==> src/rtl/mmc_boot_sequencer.sv <==
// mmc_boot_sequencer: supervises the MMC-to-FPGA configuration core.
// Holds the core disabled through a power-up settle window, enables it once
// INIT is released, then watches DONE, core_error, INIT and a watchdog.
// Faults pulse a PROG request and retry a bounded number of times.
// Ports:
//   cclk        configuration clock (sole clock)
//   rst_n       synchronous active-low reset
//   init, done  FPGA pins, asynchronous, 2-flop synchronised here
//   core_error  cclk-synchronous error from the boot core
//   core_dis    1 = core tristated/idle
//   prog_req    active-high request to pulse FPGA PROG_B
//   boot_busy   non-terminal state
//   boot_ok     DONE seen
//   boot_fail   retries exhausted
//   retry_cnt   retries issued since reset (or since last external reconfig)
//   fault_code  last fault: 00 none, 01 core_error, 10 INIT low, 11 timeout
module mmc_boot_sequencer #(
  parameter int unsigned PWRUP_CYCLES   = 1024,
  parameter int unsigned TIMEOUT_CYCLES = 1048576,
  parameter int unsigned MAX_RETRIES    = 3,
  parameter int unsigned PROG_CYCLES    = 16,
  parameter int unsigned CNT_W          = 21,
  parameter int unsigned RTY_W          = 2
) (
  input  logic             cclk,
  input  logic             rst_n,
  input  logic             init,
  input  logic             done,
  input  logic             core_error,
  output logic             core_dis,
  output logic             prog_req,
  output logic             boot_busy,
  output logic             boot_ok,
  output logic             boot_fail,
  output logic [RTY_W-1:0] retry_cnt,
  output logic [1:0]       fault_code
);

  localparam logic [CNT_W-1:0] PWRUP_LAST   = CNT_W'(PWRUP_CYCLES - 1);
  localparam logic [CNT_W-1:0] TIMEOUT_LAST = CNT_W'(TIMEOUT_CYCLES - 1);
  localparam logic [CNT_W-1:0] PROG_LAST    = CNT_W'(PROG_CYCLES - 1);
  localparam logic [RTY_W-1:0] RTY_MAX      = RTY_W'(MAX_RETRIES);

  localparam logic [1:0] FC_CORE_ERR = 2'b01;
  localparam logic [1:0] FC_INIT_LOW = 2'b10;
  localparam logic [1:0] FC_TIMEOUT  = 2'b11;

  typedef enum logic [2:0] {
    ST_PWRUP     = 3'd0,
    ST_WAIT_INIT = 3'd1,
    ST_BOOT      = 3'd2,
    ST_PROG      = 3'd3,
    ST_OK        = 3'd4,
    ST_FAIL      = 3'd5
  } state_e;

  state_e           state_q, state_d;
  logic [CNT_W-1:0] cnt_q, cnt_d, cnt_inc;
  logic [RTY_W-1:0] rty_q, rty_d;
  logic [1:0]       fault_q, fault_d;
  logic [1:0]       init_sync_q, done_sync_q;
  logic             init_s, done_s;
  logic             core_dis_q, prog_req_q, boot_busy_q, boot_ok_q, boot_fail_q;

  // Two-flop synchronisers for the asynchronous FPGA pins
  always_ff @(posedge cclk) begin
    if (!rst_n) begin
      init_sync_q <= 2'b00;
      done_sync_q <= 2'b00;
    end else begin
      init_sync_q <= {init_sync_q[0], init};
      done_sync_q <= {done_sync_q[0], done};
    end
  end

  assign init_s = init_sync_q[1];
  assign done_s = done_sync_q[1];

  // Saturating increment of the shared counter
  assign cnt_inc = (cnt_q == {CNT_W{1'b1}}) ? cnt_q : cnt_q + CNT_W'(1);

  // Next-state logic
  always_comb begin
    state_d = state_q;
    cnt_d   = cnt_q;
    rty_d   = rty_q;
    fault_d = fault_q;
    unique case (state_q)
      ST_PWRUP: begin
        if (cnt_q >= PWRUP_LAST) begin
          state_d = ST_WAIT_INIT;
          cnt_d   = '0;
        end else begin
          cnt_d = cnt_inc;
        end
      end
      ST_WAIT_INIT: begin
        if (init_s) begin
          state_d = ST_BOOT;
          cnt_d   = '0;
        end
      end
      ST_BOOT: begin
        cnt_d = cnt_inc;
        // DONE has priority over every fault source seen in the same cycle
        if (done_s) begin
          state_d = ST_OK;
        end else if (core_error || !init_s || (cnt_q >= TIMEOUT_LAST)) begin
          if (core_error)   fault_d = FC_CORE_ERR;
          else if (!init_s) fault_d = FC_INIT_LOW;
          else              fault_d = FC_TIMEOUT;
          if (rty_q < RTY_MAX) begin
            rty_d   = rty_q + RTY_W'(1);
            state_d = ST_PROG;
            cnt_d   = '0;
          end else begin
            state_d = ST_FAIL;
          end
        end
      end
      ST_PROG: begin
        // Fixed-width pulse; INIT is deliberately ignored here
        if (cnt_q >= PROG_LAST) begin
          state_d = ST_WAIT_INIT;
          cnt_d   = '0;
        end else begin
          cnt_d = cnt_inc;
        end
      end
      ST_OK: begin
        // DONE dropping means an external reconfiguration started
        if (!done_s) begin
          state_d = ST_WAIT_INIT;
          rty_d   = '0;
          cnt_d   = '0;
        end
      end
      ST_FAIL: begin
        state_d = ST_FAIL;
      end
      default: begin
        state_d = ST_PWRUP;
        cnt_d   = '0;
      end
    endcase
  end

  // State, counters and outputs; outputs decode the next state
  always_ff @(posedge cclk) begin
    if (!rst_n) begin
      state_q     <= ST_PWRUP;
      cnt_q       <= '0;
      rty_q       <= '0;
      fault_q     <= 2'b00;
      core_dis_q  <= 1'b1;
      prog_req_q  <= 1'b0;
      boot_busy_q <= 1'b1;
      boot_ok_q   <= 1'b0;
      boot_fail_q <= 1'b0;
    end else begin
      state_q     <= state_d;
      cnt_q       <= cnt_d;
      rty_q       <= rty_d;
      fault_q     <= fault_d;
      core_dis_q  <= (state_d != ST_BOOT);
      prog_req_q  <= (state_d == ST_PROG);
      boot_busy_q <= (state_d != ST_OK) && (state_d != ST_FAIL);
      boot_ok_q   <= (state_d == ST_OK);
      boot_fail_q <= (state_d == ST_FAIL);
    end
  end

  assign core_dis   = core_dis_q;
  assign prog_req   = prog_req_q;
  assign boot_busy  = boot_busy_q;
  assign boot_ok    = boot_ok_q;
  assign boot_fail  = boot_fail_q;
  assign retry_cnt  = rty_q;
  assign fault_code = fault_q;

endmodule

==> config.mk <==
export PLATFORM = sky130hd
export DESIGN_NAME = mmc_boot_sequencer
export DESIGN_NICKNAME = d
export VERILOG_FILES = /design/src/rtl/mmc_boot_sequencer.sv
export SDC_FILE = /design/constraint.sdc
export NUM_CORES = 1
export LEC_CHECK = 0
export BUFFER_PORTS_ARGS = -buffer_cell sky130_fd_sc_hd__buf_2
export CAP_MARGIN = 10
export CORE_ASPECT_RATIO = 1.25
export CORE_MARGIN = 2
export CORE_UTILIZATION = 55
export CTS_CLUSTER_DIAMETER = 30
export CTS_CLUSTER_SIZE = 25
export DETAILED_ROUTE_END_ITERATION = 16
export PLACE_DENSITY = 0.74
export SYNTH_ARGS = -nofsm -noshare
export SYNTH_HDL_FRONTEND = slang
export SYNTH_SLANG_ARGS = --single-unit
==> constraint.sdc <==
create_clock -name cclk -period 3.45 [get_ports cclk]
set_input_delay 0.1725 -clock cclk [delete_from_list [all_inputs] [get_ports cclk]]
set_output_delay 0.1725 -clock cclk [all_outputs]
set_load 0.05 [all_outputs]
After elaboration in Yosys (flattened, before gate mapping)
Cells that the tools add are included.
Word-level totals
  register bits after elaboration: 37
  bits in latches: 0
  RAM bits: 0
  bits in read-only memories: 0
  logic and storage cells: 69
  memories: 0
Operators by class
  $add $sub $neg: 2
  $mul: 0
  divide/modulo/power cells: 0
  $lt $le $gt $ge: 4
  eq/ne operators: 17
  shift-type cells: 0
  muxes and demuxes: 24
  bitwise operators: 2
  reductions and logical operators: 9
Operators with widths (count)
  2-to-1 mux 21 bit: 8
  case mux 21 bit (6 select lines): 1
  adder 21 x 1 -> 21 bit (second input constant): 1
  equality test 21 bit (second input constant): 1
  greater-or-equal comparator 21 x 10 -> 1 bit (second input constant): 1
  greater-or-equal comparator 21 x 20 -> 1 bit (second input constant): 1
  greater-or-equal comparator 21 x 4 -> 1 bit (second input constant): 1
  2-to-1 mux 3 bit: 7
  case mux 3 bit (6 select lines): 1
  equality test 3 bit (second input constant): 4
  2-to-1 mux 2 bit: 5
  inequality test 2 bit (second input constant): 5
  equality test 3 x 2 -> 1 bit (second input constant): 3
  inequality test 3 bit (second input constant): 2
  AND reduction 3 bit: 2
  AND reduction 5 bit: 1
  case mux 2 bit (2 select lines): 1
  equality test 3 x 1 -> 1 bit (second input constant): 1
  zero test 3 bit: 1
  inequality test 3 x 2 -> 1 bit (second input constant): 1
  adder 2 x 1 -> 2 bit (second input constant): 1
  logical OR 1 bit: 2
  < comparator 2 bit (second input constant): 1
  inverter 1 bit: 2
  other kinds (4): 4

Longest topological paths before layout
  depth in word-level cells: 8
  mapped depth: 9

Worst setup path after synthesis
Ideal clock, no wire load.
  path kind: register to register
  from: register cnt_q[7]
  to: register cnt_q[0]
  library setup time: 117 ps
  arrival time: 1913 ps
  path slack: 1419 ps
  stages on the path, launching flop included: 7
  path buffers: 0
  clock period less this slack: 2031 ps
  path through: dfxtp_1 -> nand4_2 -> or4_4 -> o211ai_2 -> a31oi_4 -> a31o_1 -> a32o_1
Between the ends
  longest elaborated chain between the ends: 6
  elaborated cells between the ends (all ways): 12
RTL lines
  start: declaration: RTL line 58  | logic [CNT_W-1:0] cnt_q, cnt_d, cnt_inc;
  start signal: assignment: RTL line 162  | cnt_q <= cnt_d;
  parallel branches: the longest is 5 deep, another holds greater-or-equal comparator 21 x 20 -> 1 bit
  case mux 21 bit (6 select lines) *: RTL line 88  | unique case (state_q)
Every way passes the cells marked *.
A chain may end at the register's enable or synchronous reset.

Worst setup path after layout
  from: register cnt_q[0]
  to: register cnt_q[8]
Between the ends
  longest elaborated chain between the ends: 6
  elaborated cells between the ends (all ways): 13
RTL lines
  adder 21 x 1 -> 21 bit or equality test 21 bit (tied branches): RTL line 80  | assign cnt_inc = (cnt_q == {CNT_W{1'b1}}) ? cnt_q : cnt_q + CNT_W'(1);
  2-to-1 mux 21 bit: RTL line 80
  2-to-1 mux 21 bit: RTL line 112  | if (rty_q < RTY_MAX) begin
  2-to-1 mux 21 bit: RTL line 108  | end else if (core_error || !init_s || (cnt_q >= TIMEOUT_LAST)) begin
  2-to-1 mux 21 bit: RTL line 106  | if (done_s) begin
  case mux 21 bit (6 select lines) *: RTL line 88
Mark *: on every way between the ends. The rest lies on a longest branch, timed or not.

==> flow_summary.yaml <==
synth:
  ys_warn_count: 0
  synth_top_area_cell: "dfxtp_1"
  yosys-top-cells-count: "dfxtp_1 (37), nor2_1 (28), nand2_1 (25)"
  synthCells: 234
  netlist.area_leader.share_pct: 39.26
  synth_ff_type: "dfxtp_1"
  synth-edff-count: 0
  syn_area_per_cell_um2: 8.063
  synth_seq_cells: 37
  synth_area_leaders: "dfxtp_1 (39%), nand3_1 (5.6%), nor2_1 (5.6%)"
  synthArstFlopShare_pct: 0
  post-synth-top-count-cell: "dfxtp_1"
  synth.net_count: 241
  ys_seq_area_share_pct: 39.26
  synth_cell_types: 49
  netlist_area_um2: 1887
sta:
  finClkSkew_ns: 0.005084
  setup_tns_ns: 0
  max_freq_mhz: 410.7
  worst_pin_slew_ns: 0.8844
  period_share_pct: 70.57
  slew_headroom_pct: 40.50
  rsz0062_at_grt: "no"
  fin_ws_ns: 1.015
  maxSlewViolCount: 0
  hold_violations: 0
  hold_slack_ns: 0.08065
  setup_viol: 0
  layout_min_cycle_time_ns: 2.435
critical_path:
  worstSetupPathType: "reg -> reg"
  r2r_slack_ns: 1.02
  cp_slowest_stage_delay_ns: 0.59
  r2r_start: "cnt_q[0]"
  cp.depth: 7
  r2r_end: "cnt_q[8]"
  critPathTopFamily: "compound AO/OA/AOI/OAI gates"
  worstPathMaxFanout: 28
  endpoint: "cnt_q[8]"
  critical_path.startpoint: "cnt_q[0]"
  critPathRequiredTime_ns: 3.66
  reg2regPathDepth: 7
  crit_path_end_kind: "flip-flop"
  cp.arrival_ns: 2.64
  crit_chain: "ha_1 -> a21oi_1 -> o2111ai_1 -> a221o_1 -> a31oi_4 -> nand2_1 -> o31ai_1"
  critPathLaunchType: "flip-flop"
  path_buf_inv: 0
  slowest_stage: "a31oi_4"
clock_tree:
  hold_buffers: 0
  cts_tree: "done"
  clk_latency_ns: 0.29
  clk_pin_slew_ns: 0.07
  cts_setup_buffers: 0
  ctsLongestPathBuffers: 2
  cts-root-buf: "clkbuf_8"
  numCtsBuffers: 5
  cts_resized: 0
  numClockSinks: 37
  htree_levels: 2
route:
  via_count: 1708
  detail_route.vias_per_cell: 6.035
  m1WireLength_um: 1811
  drcViolationCount: 0
  drt_pass1_iterations: 4
  wl_met3_um: 127
  wl_per_cell_um: 14.17
  drtIter0Drc: 62
  met2_length_um: 2013
  drt-total-wl_um: 4011
  drtAntennaViolNets: 0
  top_layer_used: "met4"
run_status:
  status: "finished clean"
grt:
  grt_max_degree: 29
  grt_pass1_vias: 1503
  antenna_found_initial: 0
  globalRouteTotalUtil_pct: 22.00
  grt-ovfl-total: 0
  grt_pass1_wl_um: 6755
cells_and_area:
  antenna_cells: 0
  finalNonFillerCells: 283
  nets: 252
  drive_above_1_share_pct: 12.60
  post-route-util_pct: 62.83
  nFillCells: 307
  area_delta_synth_final_pct: 8.289
  final_area_um2: 2043
floorplanning:
  num_rows: 23
  ios: 14
  fp.dieW_um: 56.39
  die_y_um: 69.49
  dieArea_um2: 3918
  start_util_pct: 58.02
  core_area_um2: 3252
placement:
  placed_cell_area_um2: 1957
  dp_hpwl_um: 2894
  gp_congestion: 0.8215
  numPlacedInstances: 275
  portBuffers: 13
  dp_slack_ns: 1.037
pwr:
  fin_total_pwr_uw: 758.7
  power.leakage_nw: 0.7443
  p_per_area_nw_per_um2: 371.3
  ir_drop_mv: 0.2854
run:
  cap_violations: 0
worst_hold_path:
  hold_path_class: "in -> reg"
state kept, by name (all words and copies together) (netlist names):
name,cells
boot_ok,1
boot_fail,1
fault_code,2
retry_cnt,2
core_dis,1
prog_req,1
cnt_q,21
boot_busy,1
done_sync_q,2
state_q,3
init_sync_q,2
power by group:
part	switching, mW	leakage, nW	internal (mW)
Sequential	0.00537	0.299	0.432
Clock	0.155	0.0439	0.139
Combinational	0.0167	0.401	0.0109
placed cells by master (no fill, tap or decap), drive strengths merged, types with 2 or more instances in the layout:
| master | netlist | final |
|---|---|---|
| dfxtp | 37 | 37 |
| nor2 | 28 | 28 |
| nand2 | 26 | 26 |
| nand3 | 21 | 21 |
| a21oi | 18 | 18 |
| buf | 5 | 14 |
| and2 | 11 | 11 |
| nor3 | 7 | 7 |
| inv | 6 | 6 |
| nand4 | 6 | 6 |
| o21ai | 6 | 6 |
| clkbuf | 5 | 5 |
| nand2b | 4 | 4 |
| o31ai | 4 | 4 |
| o311ai | 4 | 4 |
| a31oi | 4 | 4 |
| nor4 | 3 | 3 |
| nand4b | 3 | 3 |
| mux2i | 3 | 3 |
| a211oi | 3 | 3 |
| o211ai | 3 | 3 |
| and3 | 3 | 3 |
| and4 | 2 | 2 |
| or3 | 2 | 2 |
| nor3b | 2 | 2 |
| a22oi | 2 | 2 |
| a32o | 2 | 2 |
| ha | 2 | 2 |
| clkinv | 0 | 2 |
layer usage:
| layer | GRT usage (%) | vias to the layer above |
|---|---|---|
| li1 | - | 888 |
| met1 | 26.29 | 791 |
| met2 | 37.78 | 24 |
| met3 | 5.224 | 5 |
| met4 | 8.201 | 0 |
| met5 | 0 | - |
worst reg2reg max path, delay by kind of cell (launching register included):
kind | cells | cell delay, ns
flops | 1 | 0.36
fa+ha+maj | 1 | 0.27
compound gates | 5 | 1.56
simple gates | 1 | 0.16
cell families (layout without fill, tap and decap cells):
logic type / Yosys count / count (layout) / share of synthesized area, %
multiplexers: 3 / 3 / 1.592
flip-flops: 37 / 37 / 39.26
buffers and inverters: 16 / 28 / 3.779
AO/OA/AOI/OAI: 56 / 56 / 21.29
adder cells (fa/ha/maj): 2 / 2 / 1.326
AND/OR/NAND/NOR: 120 / 120 / 32.76
how the worst min path moves through the flow:
stage | start | to | slack [ns] | cells past startpoint
3_3_place_gp | init | init_sync_q[0] | 0.38 | 2
2_1_floorplan | core_error | fault_code[1] | 0.27 | 1
6_report | core_error | fault_code[1] | 0.08 | 2
5_1_grt | done | done_sync_q[0] | 0.08 | 2
4_1_cts | done | done_sync_q[0] | 0.07 | 2
3_5_place_dp | done | done_sync_q[0] | 0.38 | 2
final cells by class:
type,count,area [um2],area share (%)
Multi-Input combinational cell,181,1075,52.60
Clock inverter,3,17.52,0.8573
Inverter,6,22.52,1.102
Tap cell,37,46.29,2.266
Sequential cell,37,740.7,36.25
Timing Repair Buffer,14,72.57,3.552
Clock buffer,5,68.82,3.368
Note: power is estimated with default switching activity, not from simulation.
